## src/rtl/vga_sync_receiver_pkg.sv

```systemverilog
// Shared VGA timing defaults, receiver FSM encoding and small helpers
// for the VGA sync receiver.
package vga_sync_receiver_pkg;

  localparam int H_VISIBLE_DEF = 640;
  localparam int H_FRONT_DEF   = 16;
  localparam int H_SYNC_DEF    = 96;
  localparam int H_BACK_DEF    = 48;
  localparam int V_VISIBLE_DEF = 480;
  localparam int V_FRONT_DEF   = 10;
  localparam int V_SYNC_DEF    = 2;
  localparam int V_BACK_DEF    = 33;

  localparam int H_TOTAL_DEF = H_VISIBLE_DEF + H_FRONT_DEF + H_SYNC_DEF + H_BACK_DEF;
  localparam int V_TOTAL_DEF = V_VISIBLE_DEF + V_FRONT_DEF + V_SYNC_DEF + V_BACK_DEF;

  typedef enum logic [1:0] {
    ST_SEARCH  = 2'b00,
    ST_ACQUIRE = 2'b01,
    ST_LOCKED  = 2'b10
  } rx_state_e;

  function automatic logic [7:0] sat_inc8(input logic [7:0] value);
    return (value == 8'hFF) ? value : value + 8'd1;
  endfunction

endpackage

```

## src/rtl/vga_sync_receiver_sync_edge_detect.sv

```systemverilog
// One-bit sample register with fall/rise detection for an active-low sync line.
// Idles high so that a line already low at reset release reads as a falling edge.
module sync_edge_detect (
  input  logic clk_i,
  input  logic rst_ni,
  input  logic sync_i,
  output logic fall_o,
  output logic rise_o
);

  logic sync_q;

  // Previous-sample register.
  always_ff @(posedge clk_i or negedge rst_ni) begin
    if (!rst_ni) begin
      sync_q <= 1'b1;
    end else begin
      sync_q <= sync_i;
    end
  end

  assign fall_o = sync_q & ~sync_i;
  assign rise_o = ~sync_q & sync_i;

endmodule

```

## src/rtl/vga_sync_receiver.sv

```systemverilog
// VGA timing observer: recovers pixel coordinates from HS/VS, checks line and
// frame timing, and tracks lock with sticky errors and a lock-loss counter.
module vga_sync_receiver
  import vga_sync_receiver_pkg::*;
#(
  parameter int PIXEL_DISPLAY_BIT = 9,
  parameter int H_VISIBLE = H_VISIBLE_DEF,
  parameter int H_FRONT   = H_FRONT_DEF,
  parameter int H_SYNC    = H_SYNC_DEF,
  parameter int H_BACK    = H_BACK_DEF,
  parameter int V_VISIBLE = V_VISIBLE_DEF,
  parameter int V_FRONT   = V_FRONT_DEF,
  parameter int V_SYNC    = V_SYNC_DEF,
  parameter int V_BACK    = V_BACK_DEF
) (
  input  logic                       clock_25,
  input  logic                       reset,
  input  logic                       VGA_HS,
  input  logic                       VGA_VS,
  output logic [PIXEL_DISPLAY_BIT:0] rx_x,
  output logic [PIXEL_DISPLAY_BIT:0] rx_y,
  output logic                       rx_display_area,
  output logic                       rx_frame_start,
  output logic                       locked,
  output logic                       hs_error,
  output logic                       vs_error,
  output logic [7:0]                 err_count
);

  localparam int H_TOTAL = H_VISIBLE + H_FRONT + H_SYNC + H_BACK;
  localparam int V_TOTAL = V_VISIBLE + V_FRONT + V_SYNC + V_BACK;
  localparam int HW      = $clog2(2 * H_TOTAL + 1);
  localparam int VW      = $clog2(2 * V_TOTAL + 1);
  localparam int PW      = PIXEL_DISPLAY_BIT + 1;
  localparam int X_OFS   = H_SYNC + H_BACK;
  localparam int Y_OFS   = V_SYNC + V_BACK;

  localparam logic [HW-1:0] H_SAT    = HW'(2 * H_TOTAL);
  localparam logic [HW-1:0] H_LAST   = HW'(H_TOTAL - 1);
  localparam logic [HW-1:0] HS_LAST  = HW'(H_SYNC - 1);
  localparam logic [VW-1:0] V_SAT    = VW'(2 * V_TOTAL);
  localparam logic [VW-1:0] V_LAST   = VW'(V_TOTAL - 1);
  localparam logic [VW-1:0] VS_LINES = VW'(V_SYNC);

  logic hs_fall_s, hs_rise_s, vs_fall_s, vs_rise_s;
  logic boundary_s, line_err_s, frame_err_s, err_any_s, h_win_s, v_win_s;

  logic [HW-1:0]  h_cnt_q, h_cnt_d;
  logic [VW-1:0]  v_cnt_q, v_cnt_d;
  logic [VW-1:0]  vs_lines_q, vs_lines_d;
  logic           vs_pend_q, vs_pend_d;
  rx_state_e      state_q, state_d;
  logic           acq_bad_q, acq_bad_d;
  logic           hs_err_q, hs_err_d, vs_err_q, vs_err_d;
  logic [7:0]     err_cnt_q, err_cnt_d;
  logic           locked_q, locked_d, fs_q, fs_d, disp_q, disp_d;
  logic [PW-1:0]  rx_x_q, rx_x_d, rx_y_q, rx_y_d;

  sync_edge_detect u_hs_edge (
    .clk_i (clock_25), .rst_ni (reset), .sync_i (VGA_HS),
    .fall_o(hs_fall_s), .rise_o(hs_rise_s)
  );

  sync_edge_detect u_vs_edge (
    .clk_i (clock_25), .rst_ni (reset), .sync_i (VGA_VS),
    .fall_o(vs_fall_s), .rise_o(vs_rise_s)
  );

  // A pending VS fall is consumed by the next HS fall, even in the same cycle.
  assign boundary_s  = hs_fall_s & (vs_pend_q | vs_fall_s);
  assign line_err_s  = (hs_fall_s && (h_cnt_q != H_LAST)) ||
                       (hs_rise_s && (h_cnt_q != HS_LAST)) ||
                       (!hs_fall_s && (h_cnt_q == H_SAT));
  assign frame_err_s = (boundary_s && (v_cnt_q != V_LAST)) ||
                       (vs_rise_s && (vs_lines_q != VS_LINES));
  assign err_any_s   = line_err_s | frame_err_s;

  // Horizontal, vertical and VS-width counters.
  always_comb begin
    h_cnt_d    = h_cnt_q;
    v_cnt_d    = v_cnt_q;
    vs_lines_d = vs_lines_q;
    vs_pend_d  = vs_pend_q;
    if (hs_fall_s) begin
      h_cnt_d = '0;
    end else if (h_cnt_q != H_SAT) begin
      h_cnt_d = h_cnt_q + 1'b1;
    end else begin
      h_cnt_d = h_cnt_q;
    end
    if (boundary_s) begin
      v_cnt_d   = '0;
      vs_pend_d = 1'b0;
    end else begin
      if (hs_fall_s && (v_cnt_q != V_SAT)) begin
        v_cnt_d = v_cnt_q + 1'b1;
      end else begin
        v_cnt_d = v_cnt_q;
      end
      if (vs_fall_s) begin
        vs_pend_d = 1'b1;
      end else begin
        vs_pend_d = vs_pend_q;
      end
    end
    if (vs_fall_s) begin
      vs_lines_d = {{(VW-1){1'b0}}, hs_fall_s};
    end else if (hs_fall_s && !VGA_VS && (vs_lines_q != V_SAT)) begin
      vs_lines_d = vs_lines_q + 1'b1;
    end else begin
      vs_lines_d = vs_lines_q;
    end
  end

  // Lock FSM; an error in a boundary cycle always beats promotion.
  always_comb begin
    state_d   = state_q;
    acq_bad_d = acq_bad_q;
    hs_err_d  = hs_err_q;
    vs_err_d  = vs_err_q;
    err_cnt_d = err_cnt_q;
    case (state_q)
      ST_SEARCH: begin
        if (boundary_s) begin
          state_d   = ST_ACQUIRE;
          acq_bad_d = 1'b0;
        end else begin
          state_d = ST_SEARCH;
        end
      end
      ST_ACQUIRE: begin
        if (boundary_s) begin
          acq_bad_d = 1'b0;
          state_d   = (acq_bad_q || err_any_s) ? ST_ACQUIRE : ST_LOCKED;
        end else if (err_any_s) begin
          acq_bad_d = 1'b1;
        end else begin
          acq_bad_d = acq_bad_q;
        end
      end
      ST_LOCKED: begin
        if (err_any_s) begin
          hs_err_d  = hs_err_q | line_err_s;
          vs_err_d  = vs_err_q | frame_err_s;
          err_cnt_d = sat_inc8(err_cnt_q);
          state_d   = ST_SEARCH;
        end else begin
          state_d = ST_LOCKED;
        end
      end
      default: begin
        state_d = ST_SEARCH;
      end
    endcase
  end

  assign h_win_s = (int'(h_cnt_q) >= X_OFS) && (int'(h_cnt_q) < X_OFS + H_VISIBLE);
  assign v_win_s = (int'(v_cnt_q) >= Y_OFS) && (int'(v_cnt_q) < Y_OFS + V_VISIBLE);

  // Output stage, computed from the current counters and state.
  always_comb begin
    locked_d = (state_d == ST_LOCKED);
    fs_d     = (state_q == ST_LOCKED) && boundary_s && !err_any_s;
    disp_d   = (state_q == ST_LOCKED) && h_win_s && v_win_s;
    rx_x_d   = PW'(int'(h_cnt_q) - X_OFS);
    rx_y_d   = PW'(int'(v_cnt_q) - Y_OFS);
  end

  // State and output registers.
  always_ff @(posedge clock_25 or negedge reset) begin
    if (!reset) begin
      h_cnt_q    <= '0;
      v_cnt_q    <= '0;
      vs_lines_q <= '0;
      vs_pend_q  <= 1'b0;
      state_q    <= ST_SEARCH;
      acq_bad_q  <= 1'b0;
      hs_err_q   <= 1'b0;
      vs_err_q   <= 1'b0;
      err_cnt_q  <= 8'd0;
      locked_q   <= 1'b0;
      fs_q       <= 1'b0;
      disp_q     <= 1'b0;
      rx_x_q     <= '0;
      rx_y_q     <= '0;
    end else begin
      h_cnt_q    <= h_cnt_d;
      v_cnt_q    <= v_cnt_d;
      vs_lines_q <= vs_lines_d;
      vs_pend_q  <= vs_pend_d;
      state_q    <= state_d;
      acq_bad_q  <= acq_bad_d;
      hs_err_q   <= hs_err_d;
      vs_err_q   <= vs_err_d;
      err_cnt_q  <= err_cnt_d;
      locked_q   <= locked_d;
      fs_q       <= fs_d;
      disp_q     <= disp_d;
      rx_x_q     <= rx_x_d;
      rx_y_q     <= rx_y_d;
    end
  end

  assign rx_x            = rx_x_q;
  assign rx_y            = rx_y_q;
  assign rx_display_area = disp_q;
  assign rx_frame_start  = fs_q;
  assign locked          = locked_q;
  assign hs_error        = hs_err_q;
  assign vs_error        = vs_err_q;
  assign err_count       = err_cnt_q;

endmodule
```

## config.mk

```make
export PLATFORM = sky130hd
export DESIGN_NAME = vga_sync_receiver
export DESIGN_NICKNAME = d
export VERILOG_FILES = /design/src/rtl/vga_sync_receiver_pkg.sv /design/src/rtl/vga_sync_receiver_sync_edge_detect.sv /design/src/rtl/vga_sync_receiver.sv
export SDC_FILE = /design/constraint.sdc
export NUM_CORES = 1
export LEC_CHECK = 0
export ABC_AREA = 1
export CELL_PAD_IN_SITES_DETAIL_PLACEMENT = 0
export CELL_PAD_IN_SITES_GLOBAL_PLACEMENT = 1
export CORE_MARGIN = 2
export CORE_UTILIZATION = 35
export DETAILED_ROUTE_END_ITERATION = 16
export DONT_BUFFER_PORTS = 1
export PLACE_DENSITY = 0.62
export SLEW_MARGIN = 20
export SYNTH_ARGS = -nofsm -noshare
export SYNTH_HDL_FRONTEND = slang
export SYNTH_SLANG_ARGS = --single-unit
```

## constraint.sdc

```tcl
create_clock -name clock_25 -period 4.26 [get_ports clock_25]
set_input_delay 0.852 -clock clock_25 [delete_from_list [all_inputs] [get_ports clock_25]]
set_output_delay 0.852 -clock clock_25 [all_outputs]
set_load 0.03 [all_outputs]
```

* Word level (Yosys, flattened, before mapping) *
Index checks and enable logic that the tools add are counted.
Widths: inputs -> output; s select.

word-level totals
  register bits = 72
  input bits = 4
  output and inout bits = 33
  logic and storage cells = 101

operators by class
  $add $sub $neg = 6
  order comparisons = 4
  equal/unequal tests = 14
  mux-type cells = 17
  bitwise operators = 14
  reduce and logical (&&, ||, !) cells = 30

operators by type and width
  operator               number
  $mux 11                6
  $add 11x1->11 const B  3
  $ne 11x11->1 const B   3
  $lt 11x10->1 const B   2
  $ne 11x10->1 const B   2
  $logic_and 1x1->1      14
  $eq 11x11->1 const B   1
  $ge 11x6->1 const B    1
  $ge 11x8->1 const B    1
  $ne 11x2->1 const B    1
  $ne 11x7->1 const B    1
  $reduce_bool 2->1      5
  $sub 10x6->10 const B  1
  $sub 10x8->10 const B  1
  $add 8x1->8 const B    1
  $eq 8x8->1 const B     1
  $mux 1                 6
  $mux 2                 3
  $pmux 2 s3             1
  $reduce_and 3->1       2
  $and 1x1->1            5
  $not 1->1              5
  $eq 2x2->1 const B     2
  $logic_or 1x1->1       4
  8 further kinds        13

* Logic depth before layout (Yosys ltp) *
Gate-level depths: netlist (run 1).

  depth after elaboration = 12
  mapped depth = 12

* Hierarchy *
From an unflattened synthesis (run 1), not the netlist that was laid out.

second synthesis, totals
  cells, all modules = 457
  area, all modules = 3829.9 um^2

modules (own cells, without submodules)
  module             instances  cells each  area an instance (um^2)  sequential area each (um^2)
  vga_sync_receiver  1          447         3747.3                   1751.7
  sync_edge_detect   2          5           41.3                     26.3

* Worst setup path after synthesis (run 1) *
OpenSTA, ideal clock, no wires.

  path type = input to register
  start point = input VGA_VS
  end point = register err_cnt_q[6], in the netlist err_count[6]
  setup time = 119 ps
  arrival = 1729 ps
  required time = 4141 ps
  setup slack = 2412 ps
  stages = 10
  cells stage by stage = inv_2 > nand2_2 > a21oi_1 > nand2_1 > nand2_2 > inv_2 > nand2_4 > nand2_4 > nand2_1 > nand2_1

on the way
  word-level cells in the longest chain between the ends = 8

ends and longest elaborated chain
  what                                   RTL line                                  source
  start, declared                        vga_sync_receiver.sv:19                   input logic VGA_VS,
  $not 1->1                              vga_sync_receiver_sync_edge_detect.sv:22  assign fall_o = sync_q & ~sync_i;
  $and 1x1->1                            vga_sync_receiver_sync_edge_detect.sv:22
  $or 1x1->1                             vga_sync_receiver.sv:70                   assign boundary_s = hs_fall_s & (vs_pend_q | vs_fall_s);
  $and 1x1->1                            vga_sync_receiver.sv:70
  $logic_and 1x1->1                      vga_sync_receiver.sv:74                   assign frame_err_s = (boundary_s && (v_cnt_q != V_LAST)) ||
  $logic_or 1x1->1 (*)                   vga_sync_receiver.sv:74
  $or 1x1->1 (*)                         vga_sync_receiver.sv:76                   assign err_any_s = line_err_s | frame_err_s;
  $reduce_and 3->1 (no source line) (*)  -
  end signal, assigned                   vga_sync_receiver.sv:195                  err_cnt_q <= err_cnt_d;
  end, declared                          vga_sync_receiver.sv:55                   logic [7:0] err_cnt_q, err_cnt_d;

Mark *: on every way between the ends. The rest lies on a longest branch, timed or not.
A chain may end at the register's enable or synchronous reset.

* Worst setup path after layout (run 1) *
  start point = input VGA_HS
  end point = register v_cnt_q[0]

on the way
  word-level cells in the longest chain between the ends = 4

ends and longest elaborated chain
  what                                              RTL line                                          source
  start, declared                                   vga_sync_receiver.sv:18                           input logic VGA_HS,
  $not 1->1 (*)                                     vga_sync_receiver_sync_edge_detect.sv:22
  $and 1x1->1 (*)                                   vga_sync_receiver_sync_edge_detect.sv:22
  $and 1x1->1 or $logic_and 1x1->1 (tied branches)  vga_sync_receiver.sv:70, vga_sync_receiver.sv:95
  $mux 11 or $reduce_bool 2->1 (tied branches)      -
  end signal, assigned                              vga_sync_receiver.sv:188                          v_cnt_q <= v_cnt_d;
  end, declared                                     vga_sync_receiver.sv:49                           logic [VW-1:0] v_cnt_q, v_cnt_d;

Marks and branches as above.

==> results of run 1 <==
==> layout by cell type, fill, tap and decap left out, types with 5 or more instances in the layout <==
master and instances:
clkbuf_8 13, nand4_1 10, inv_2 7, dfrtp_1 70, nand2_1 102, nor3_1 18, xor2_1 24, nand3_1 41
a21oi_1 10, nand2_2 5, nor2_1 51, o21ai_0 20, ha_1 12, inv_1 41
==> sequential cells by signal, summed over array words and instances, names as in the netlist, 2 cells and up <==
signal	cells
state_q	2
h_cnt_q	11
vs_lines_q	11
v_cnt_q	11
rx_y	10
rx_x	10
err_count	8
==> cells by family (layout without fill, tap and decap cells) <==
logic type / count (synthesis) / count (layout) / share of synthesized area (%)
AOI/OAI and AO/OA: 43 / 43 / 7.09
adders and majority gates: 12 / 12 / 3.98
DFF: 72 / 72 / 47.8
xor gates and xnor gates: 26 / 26 / 6.03
and+or+nand+nor: 238 / 238 / 28.6
buffers and inverters: 58 / 66 / 6.53
==> final timing paths <==
kind / start / to / slack [ns] / cells after the start
hold / removal: reset / rx_y[8] / 0.20 / 0
min in group clock_25: h_cnt_q[3] / rx_x[3] / 0.45 / 0
setup reg to reg: u_hs_edge.sync_q / v_cnt_q[0] / 2.32 / 6
max in group asynchronous: reset / u_hs_edge.sync_q / 3.85 / 0
setup / recovery: VGA_HS / v_cnt_q[0] / 2.15 / 7
hold reg to reg: h_cnt_q[3] / rx_x[3] / 0.45 / 0
==> critical path, stage by stage <==
cell and delay, ns:
inv_1 0.03, nand2_1 0.31, clkinv_1 0.28, nand2_1 0.38, nand2_2 0.27, nand3_1 0.15
o21ai_2 0.06
==> report_power, final <==
part | internal (mW) | total, mW | switching, mW | leakage (nW)
Sequential | 0.785 | 0.996 | 0.211 | 0.911
Clock | 0.334 | 0.591 | 0.257 | 0.113
Combinational | 0.0942 | 0.260 | 0.166 | 0.937
Total | 1.21 | 1.85 | 0.634 | 1.96
==> stage by stage <==
stage	cell area (sq um)	power, mW	worst slack [ns]	hold slack (ns)
after global placement	3890	1.27	1.86	0.425
after floorplan	3770	1.20	2.41	0.394
final	4110	1.85	2.15	0.197
after detailed placement	3890	1.27	1.73	0.444
after global routing	4110	1.97	1.90	0.163
after CTS	4110	1.87	2.13	0.171
==> routing by layer <==
metal	GRT usage (%)	vias to the layer above	part of all wire (%)
met2	22.6	40	46
met1	20.9	1306	49
met5	0	-	0
met4	7.23	0	1.4
met3	3.09	9	3.3
li1	-	1451	-
==> cell type report <==
cell class / instances / area share (%)
Sequential cell: 72 / 43.9
Tap cell: 136 / 4.14
Inverter: 50 / 4.63
Clock inverter: 2 / 0.853
Clock buffer: 14 / 4.45
Multi-Input combinational cell: 319 / 42.0
==> results.txt, run 1 <==
Longest Clk Path Bufs - 2
Clock Tree Root - clkbuf_8
TritonCTS clock tree - built
Die ar. - 11600 sq um
pwr dens - 450 nW/um^2
first-pass GRT wire length - 13.6 mm
DP Wirelength - 5.55 mm
port buffer count - 0
Synth Flop Type - dfrtp_1
Post-Route WL - 8.02 mm
FF+latch area - 1800 sq um
placed insts - 577
Tcrit/Tclk final - 49.5%
H-tree levels - 3
nature of the critical path startpoint - primary input
nets@finish - 468
DR WL/cell - 13.5 um
GP Congestion - 0.781
Synth area leader - dfrtp_1
initial antenna violation count - 0
Synth Net Count - 465
Die Wd - 108 um
# setup viols final - 0
Max-Cap Viols - 0
Unique masters post-synth - 36
Commonest cells post-synth - 102 x nand2_1, 70 x dfrtp_1, 51 x nor2_1
Worst-Margin Slew - 0.526 ns
vias in the first global route - 2706
DR vias - 2806
IO Pins - 37
CTS sink count - 72
Worst-path clk slew - 0.08 ns
fmax - 474 MHz
drt first pass iters - 4
synth-to-layout area growth - 8.78%
Initial Utilization - 36.2%
post-route antenna net violation count - 0
status - finished, final reports clean
Tot GR Track Use - 15.1%
WP data arrival - 2.34 ns
Fin. Hold Viols - 0
P_leak - 1.96 nW
Worst Path Max Fanout - 13
layout cell share with drive strength beyond 1 - 10.1%
Die Y - 108 um
DRC Markers - 0
register area share after synthesis - 47.8%
fin cells - 593
ys async rst share - 100%
core area - 10400 sq um
setup TNS - 0 ns
Post-Syn Instances - 449
Num CTS Buffers - 9
Avg Cell Area, Syn - 8.41 sq um
largest net degree at the start of global routing - 73
Mapped Area - 3770 sq um
Multi-input gate area - 1720 sq um
Vias/cell - 4.73
Synth Warn # - 0
Diodes inserted - 0
synthesis-stage register bit count - 72
Skew-Pair Late Insertion Delay - 0.35 ns
IR drop worst, VDD - 193 uV
Setup Skew - 0.00968 ns
number of DRC markers in iteration 0 - 97
RSZ-0062 raised after global routing - no
number of synthesized flops with an enable pin - 0
Final Critical Period - 2.11 ns
# fillers - 1059
Post-CTS Setup Bufs - 0
post-CTS sizing - 0
Overflow after GRT - 0
Crit path required time - 4.49 ns
hold buffer count at CTS - 0
Synth area leaders - dfrtp_1 46%, nand2_1 10%, xor2_1 5.6%
top-count cell post-synth - nand2_1
Setup Crit Path Kind - primary input to flop
post-synth top area share - 46.4%
Core Util, Final - 39.4%
max_slew headroom - 64.8%
Crit. End Element - flop
FP Rows - 37
path type of the worst min-delay path - primary input to asynchronous set/reset pin
Final Max Tran Viols - 0
Power figures use the tool's default switching activity.
==> inputs of run 2 (changes only) <==
==> constraint.sdc (replaced) <==
create_clock -name clock_25 -period 2.1 [get_ports clock_25]
set_input_delay 0.42 -clock clock_25 [delete_from_list [all_inputs] [get_ports clock_25]]
set_output_delay 0.42 -clock clock_25 [all_outputs]
set_load 0.03 [all_outputs]
==> run 2 against run 1 <==
Cell count up 1.2%. Clock power up 74%. Clock-buffer cell count fell by 2. Sequential cell count did not move. Clock skew grew 0.00098 ns. Sequential share of layout area is 0.44 points lower. Wire length is 1.8% higher. Hold slack worse by 0.13 ns. Die area unchanged. Largest power group unchanged. Highest routed layer unchanged. Core utilization grew 0.40 points.
==> results.txt, run 2 (synthesis results as in run 1) <==
status - finished, final reports clean (unchanged)
placed instance area - 3930 sq um (was 3890 sq um)
vias in the first global route - 2803 (was 2706)
DR vias - 2875 (was 2806)
design area - 4150 sq um (was 4110 sq um)
Num CTS Buffers - 9 (unchanged)
pwr dens - 878 nW/um^2 (was 450 nW/um^2)
fmax - 563 MHz
# fillers - 1082 (was 1059)
R2R cell count - 11 (was 6)
port buffer count - 0 (unchanged)
Die Wd - 108 um (unchanged)
path type of the worst min-delay path - primary input to flop (was primary input to asynchronous set/reset pin)
P_leak - 1.98 nW (was 1.96 nW)
biggest regs - h_cnt_q: 11 flops, v_cnt_q: 11 flops, vs_lines_q: 11 flops (unchanged)
DP Wirelength - 5.72 mm (was 5.55 mm)
commonest non-fill, non-tap cell in the layout - nand2_1 (unchanged)
TritonCTS clock tree - built (unchanged)
max_slew headroom - 64.7% (was 64.8%)
Overflow after GRT - 0 (unchanged)
Clock Tree Root - clkbuf_8 (unchanged)
Hold WS - 0.0686 ns (was 0.197 ns)
RSZ-0062 raised after global routing - no (unchanged)
post-placement setup slack - 0.309 ns (was 1.73 ns)
Diodes inserted - 0 (unchanged)
FP Rows - 37 (unchanged)
CTS sink count - 72 (unchanged)
DRC Markers - 0 (unchanged)
drt first pass iters - 4 (unchanged)
R2R setup slack - 0.32 ns (was 2.32 ns)
Skew-Pair Late Insertion Delay - 0.35 ns (about the same)
Post-CTS Setup Bufs - 0 (unchanged)
IO Pins - 37 (unchanged)
post-CTS sizing - 0 (unchanged)
H-tree levels - 3 (unchanged)
Final Critical Period - 1.78 ns
# setup viols final - 0 (unchanged)
IR drop worst, VDD - 370 uV (was 193 uV)
leading cell types in the layout, fill and taps excluded - 102 x nand2_1, 70 x dfrtp_1, 51 x nor2_1 (unchanged)
Initial Utilization - 36.2% (unchanged)
end of the worst hold path - u_hs_edge.sync_q
Worst-path clk slew - 0.08 ns (about the same)
Fin. Hold Viols - 0 (unchanged)
hold_sp - VGA_HS
Die Y - 108 um (unchanged)
largest net degree at the start of global routing - 73 (unchanged)
RR Endpoint - err_count[7] (was v_cnt_q[0])
first-pass GRT wire length - 14.0 mm (was 13.6 mm)
Vias/cell - 4.79 (was 4.73)
post-route antenna net violation count - 0 (unchanged)
Die ar. - 11600 sq um (unchanged)
number of DRC markers in iteration 0 - 79 (was 97)
initial antenna violation count - 0 (unchanged)
Tot GR Track Use - 15.3% (was 15.1%)
Final Max Tran Viols - 0 (unchanged)
worst r2r src - h_cnt_q[4] (was u_hs_edge.sync_q)
Tcrit/Tclk final - 84.6%
Setup Skew - 0.0107 ns (was 0.00968 ns)
Longest Clk Path Bufs - 2 (unchanged)
hold path depth - 0
final setup margin - 0.323 ns (was 2.15 ns)
Core Util, Final - 39.8% (was 39.4%)
nets@finish - 475 (was 468)
DR WL/cell - 13.6 um (was 13.5 um)
core area - 10400 sq um (unchanged)
Crit path required time - 2.35 ns (was 4.49 ns)
setup TNS - 0 ns (unchanged)
nature of the critical path startpoint - flop (was primary input)
layout cell share with drive strength beyond 1 - 11.2% (was 10.1%)
Setup Crit Path Kind - flop to flop (was primary input to flop)
synth-to-layout area growth - 9.88% (was 8.78%)
Post-Route WL - 8.16 mm (was 8.02 mm)
GP Congestion - 0.766 (was 0.781)
Worst-Margin Slew - 0.528 ns (was 0.526 ns)
WP data arrival - 2.02 ns (was 2.34 ns)
Crit. End Element - flop (unchanged)
Worst Path Max Fanout - 9 (was 13)
Max-Cap Viols - 0 (unchanged)
[run 2: area by class of cell]
type	count	area, sq um	share of cell area, %
timing repair buffer	7	75.1	1.81
multi-input combinational	319	1720	41.6
clock inverter	4	28.8	0.694
inverter	50	190	4.59
tap	136	170	4.10
clock buffer	12	155	3.74
sequential	72	1800	43.5
[run 2: what timing repair did]
action                                 in CTS  in global routing
setup endpoints to repair                   0                  0
endpoints found under the hold margin      72                  0
hold buffers                                2                  0
[run 2: power by group]
group | switching [mW] | leakage, nW | total [mW] | internal [mW]
registers | 0.393 | 0.911 | 1.99 | 1.59
logic | 0.406 | 0.979 | 0.620 | 0.215
clock network | 0.541 | 0.0886 | 1.03 | 0.494
total | 1.34 | 1.98 | 3.64 | 2.30
[run 2: through the flow]
stage / power [mW] / std cells
floorplan: 2.44 / 449
global placement: 2.60 / 582
detailed placement: 2.61 / 582
CTS: 3.70 / 600
global route: 3.88 / 600
finish: 3.64 / 600
[run 2: worst max path at each step]
stage / endpoint / start / slack, ns
after floorplan: err_count[6] / err_count[0] / 0.46
after global placement: err_count[1] / h_cnt_q[4] / 0.33
after detailed placement: err_count[2] / h_cnt_q[4] / 0.31
after CTS: err_count[6] / h_cnt_q[4] / 0.29
after global routing: err_count[4] / h_cnt_q[4] / 0.06
final: err_count[7] / h_cnt_q[4] / 0.32
[run 2: metal layers]
layer / track usage [%] / up-vias / share of wire [%]
met5: 0 / - / 0
met4: 4.67 / 0 / 1.1
met3: 4.00 / 8 / 4.2
met2: 23.5 / 46 / 46
met1: 21.1 / 1352 / 48
li1: - / 1469 / -
[run 2: worst max-delay path, cell delays in order, from the launching register on]
cell	delay (ns)
dfrtp_1	0.42
inv_1	0.17
ha_1	0.20
nand3_2	0.08
nor2_2	0.12
nand3_1	0.12
nand3_2	0.14
inv_2	0.06
nand2_4	0.12
nand2_4	0.10
nand2_1	0.09
nand2_1	0.05
==> inputs of run 3 (changes only) <==
--- a/config.mk
+++ b/config.mk
@@ -12,7 +12,7 @@
 export CORE_UTILIZATION = 35
 export DETAILED_ROUTE_END_ITERATION = 16
 export DONT_BUFFER_PORTS = 1
-export PLACE_DENSITY = 0.62
+export PLACE_DENSITY = 0.64
 export SLEW_MARGIN = 20
 export SYNTH_ARGS = -nofsm -noshare
 export SYNTH_HDL_FRONTEND = slang
==> constraint.sdc (replaced) <==
create_clock -name clock_25 -period 1.6 [get_ports clock_25]
set_input_delay 0.32 -clock clock_25 [delete_from_list [all_inputs] [get_ports clock_25]]
set_output_delay 0.32 -clock clock_25 [all_outputs]
set_load 0.03 [all_outputs]
==> run 3 against run 2 <==
Sequential cell count did not move. Critical endpoint is now hs_error. Largest cell class is now multi-input combinational cells. Critical path depth is 1 lower. Global-route usage rose by 1.3 points. The run now ends with hold timing left.
==> results.txt, run 3 (synthesis results as in run 1) <==
commonest non-fill, non-tap cell in the layout - nand2_1 (unchanged)
DR top layer - met4 (unchanged)
CP dominant cell by count - buf_4
Worst Path Max Fanout - 3 (was 9)
Post-Route WL - 8.99 mm (was 8.16 mm)
detailed route wirelength on metal3 - 327 um (was 346 um)
synth-to-layout area growth - 30.4% (was 9.88%)
TritonCTS clock tree - built (unchanged)
Slowest cell on crit path - dfrtp_2 (was dfrtp_1)
Num CTS Buffers - 9 (unchanged)
Worst-Margin Slew - 0.350 ns (was 0.528 ns)
WL met1 - 4.12 mm (was 3.95 mm)
pwr dens - 1140 nW/um^2 (was 878 nW/um^2)
Hold WS - -0.340 ns (was 0.0686 ns)
DP Wirelength - 6.10 mm (was 5.72 mm)
Clock Tree Root - clkbuf_8 (unchanged)
FP Rows - 37 (unchanged)
Vias/cell - 4.82 (was 4.79)
Die Wd - 108 um (unchanged)
post-placement setup slack - -0.00912 ns (was 0.309 ns)
FF+latch area - 1810 sq um (was 1800 sq um)
Die ar. - 11600 sq um (unchanged)
Final Critical Period - 1.57 ns (was 1.78 ns)
Max-Cap Viols - 0 (unchanged)
leading cell types in the layout, fill and taps excluded - 87 x nand2_1, 63 x dfrtp_1, 53 x buf_4 (was 102 x nand2_1, 70 x dfrtp_1, 51 x nor2_1)
GP Congestion - 0.784 (was 0.766)
vias in the first global route - 3136 (was 2803)
number of DRC markers in iteration 0 - 69 (was 79)
port buffer count - 0 (unchanged)
DR vias - 3151 (was 2875)
fmax - 636 MHz (was 563 MHz)
nature of the critical path startpoint - flop (unchanged)
Tcrit/Tclk final - 98.3% (was 84.6%)
Overflow after GRT - 0 (unchanged)
Setup Skew - 0.00838 ns (was 0.0107 ns)
Skew-Pair Late Insertion Delay - 0.35 ns (about the same)
# fillers - 1019 (was 1082)
Worst-path clk slew - 0.08 ns (about the same)
biggest regs - h_cnt_q: 11 flops, v_cnt_q: 11 flops, vs_lines_q: 11 flops (unchanged)
largest net degree at the start of global routing - 73 (unchanged)
post-route antenna net violation count - 0 (unchanged)
DRC Markers - 0 (unchanged)
total power - 5.62 mW (was 3.64 mW)
CTS sink count - 72 (unchanged)
H-tree levels - 3 (unchanged)
met2 WL - 4.38 mm (was 3.78 mm)
Diodes inserted - 0 (unchanged)
nets@finish - 529 (was 475)
Longest Clk Path Bufs - 2 (unchanged)
initial antenna violation count - 0 (unchanged)
hold buffer count at CTS - 2 (unchanged)
P_leak - 2.30 nW (was 1.98 nW)
Core Util, Final - 47.2% (was 39.8%)
layout cell share with drive strength beyond 1 - 31.1% (was 11.2%)
IO Pins - 37 (unchanged)
crit-path cells - inv_2 -> ha_4 -> nand2_4 -> nor2_4 -> nand3_2 -> nand3_4 -> inv_6 -> buf_4 -> buf_4 -> o21bai_1 (was inv_1 -> ha_1 -> nand3_2 -> nor2_2 -> nand3_1 -> nand3_2 -> inv_2 -> nand2_4 -> nand2_4 -> nand2_1 -> nand2_1)
max_slew headroom - 76.6% (was 64.7%)
RSZ-0062 raised after global routing - yes (was no)
DR WL/cell - 13.7 um (was 13.6 um)
Initial Utilization - 36.2% (unchanged)
Final Max Tran Viols - 0 (unchanged)
slowest cell delay on critical path - 0.45 ns (was 0.42 ns)
IR drop worst, VDD - 565 uV (was 370 uV)
# setup viols final - 0 (unchanged)
Crit. End Element - flop (unchanged)
Setup Crit Path Kind - flop to flop (unchanged)
Multi-input gate area - 1980 sq um (was 1720 sq um)
core area - 10400 sq um (unchanged)
status - finished, violations left (was finished, final reports clean)
first-pass GRT wire length - 15.3 mm (was 14.0 mm)
path type of the worst min-delay path - primary input to asynchronous set/reset pin (was primary input to flop)
Die Y - 108 um (unchanged)
drt first pass iters - 4 (unchanged)
Fin. Hold Viols - 72 (was 0)
Crit path required time - 1.88 ns (was 2.35 ns)
Tot GR Track Use - 16.6% (was 15.3%)
final setup margin - 0.0277 ns (was 0.323 ns)
WP data arrival - 1.86 ns (was 2.02 ns)
failing checks - hold timing
==> run 3: what timing repair did <==
item	CTS	global route
setup endpoints to repair	11	37
resized for setup	5	78
buffers inserted	7	9
endpoints found under the hold margin	74	72
gates cloned	1	0
pin swaps	4	15
==> run 3: critical path, delay by kind of cell (launching register included) <==
| kind | cells | cell delay, ns |
|---|---|---|
| flops | 1 | 0.45 |
| buf+inv | 4 | 0.40 |
| simple gates | 4 | 0.39 |
| fa+ha+maj | 1 | 0.15 |
| compound gates | 1 | 0.11 |
==> run 3: per-stage QoR <==
stage                     setup TNS, ns  std cells  cell area [sq um]
after CTS                             0        645               4590
after detailed placement        -0.0149        619               4230
after global routing             -0.695        654               4920
after global placement          -0.0445        619               4230
after floorplan                       0        449               3790
final                                 0        654               4920
==> run 3: path summary, 6_finish.rpt <==
check	cells past startpoint	slack, ns	startpoint	to
min reg2reg	1	0.50	v_cnt_q[0]	rx_y[0]
min in group clock_25	4	0.32	VGA_VS	vs_pend_q
max	10	0.03	h_cnt_q[0]	hs_error
max in group asynchronous	0	1.76	reset	u_hs_edge.sync_q
max reg2reg	10	0.03	h_cnt_q[0]	hs_error
min	0	-0.34	reset	v_cnt_q[0]
==> run 3: final cells by class <==
cell class	instances	share of cell area, %
clock inverter	4	2.01
inverter	50	4.17
timing repair buffer	60	9.99
tap	136	3.46
clock buffer	12	3.36
sequential	72	36.8
multi-input combinational	320	40.2
==> run 3: report_power, final <==
group | internal [mW] | leakage, nW | total, mW | switching [mW]
Clock | 1.17 | 0.133 | 1.87 | 0.703
Sequential | 2.10 | 0.902 | 2.63 | 0.531
Combinational | 0.491 | 1.27 | 1.12 | 0.627
Total | 3.76 | 2.30 | 5.62 | 1.86
==> run 3: routing by layer <==
layer	track usage [%]	vias to the layer above
met5	0	-
met4	5.86	0
met3	4.00	12
met2	27.0	61
met1	21.5	1495
li1	-	1583
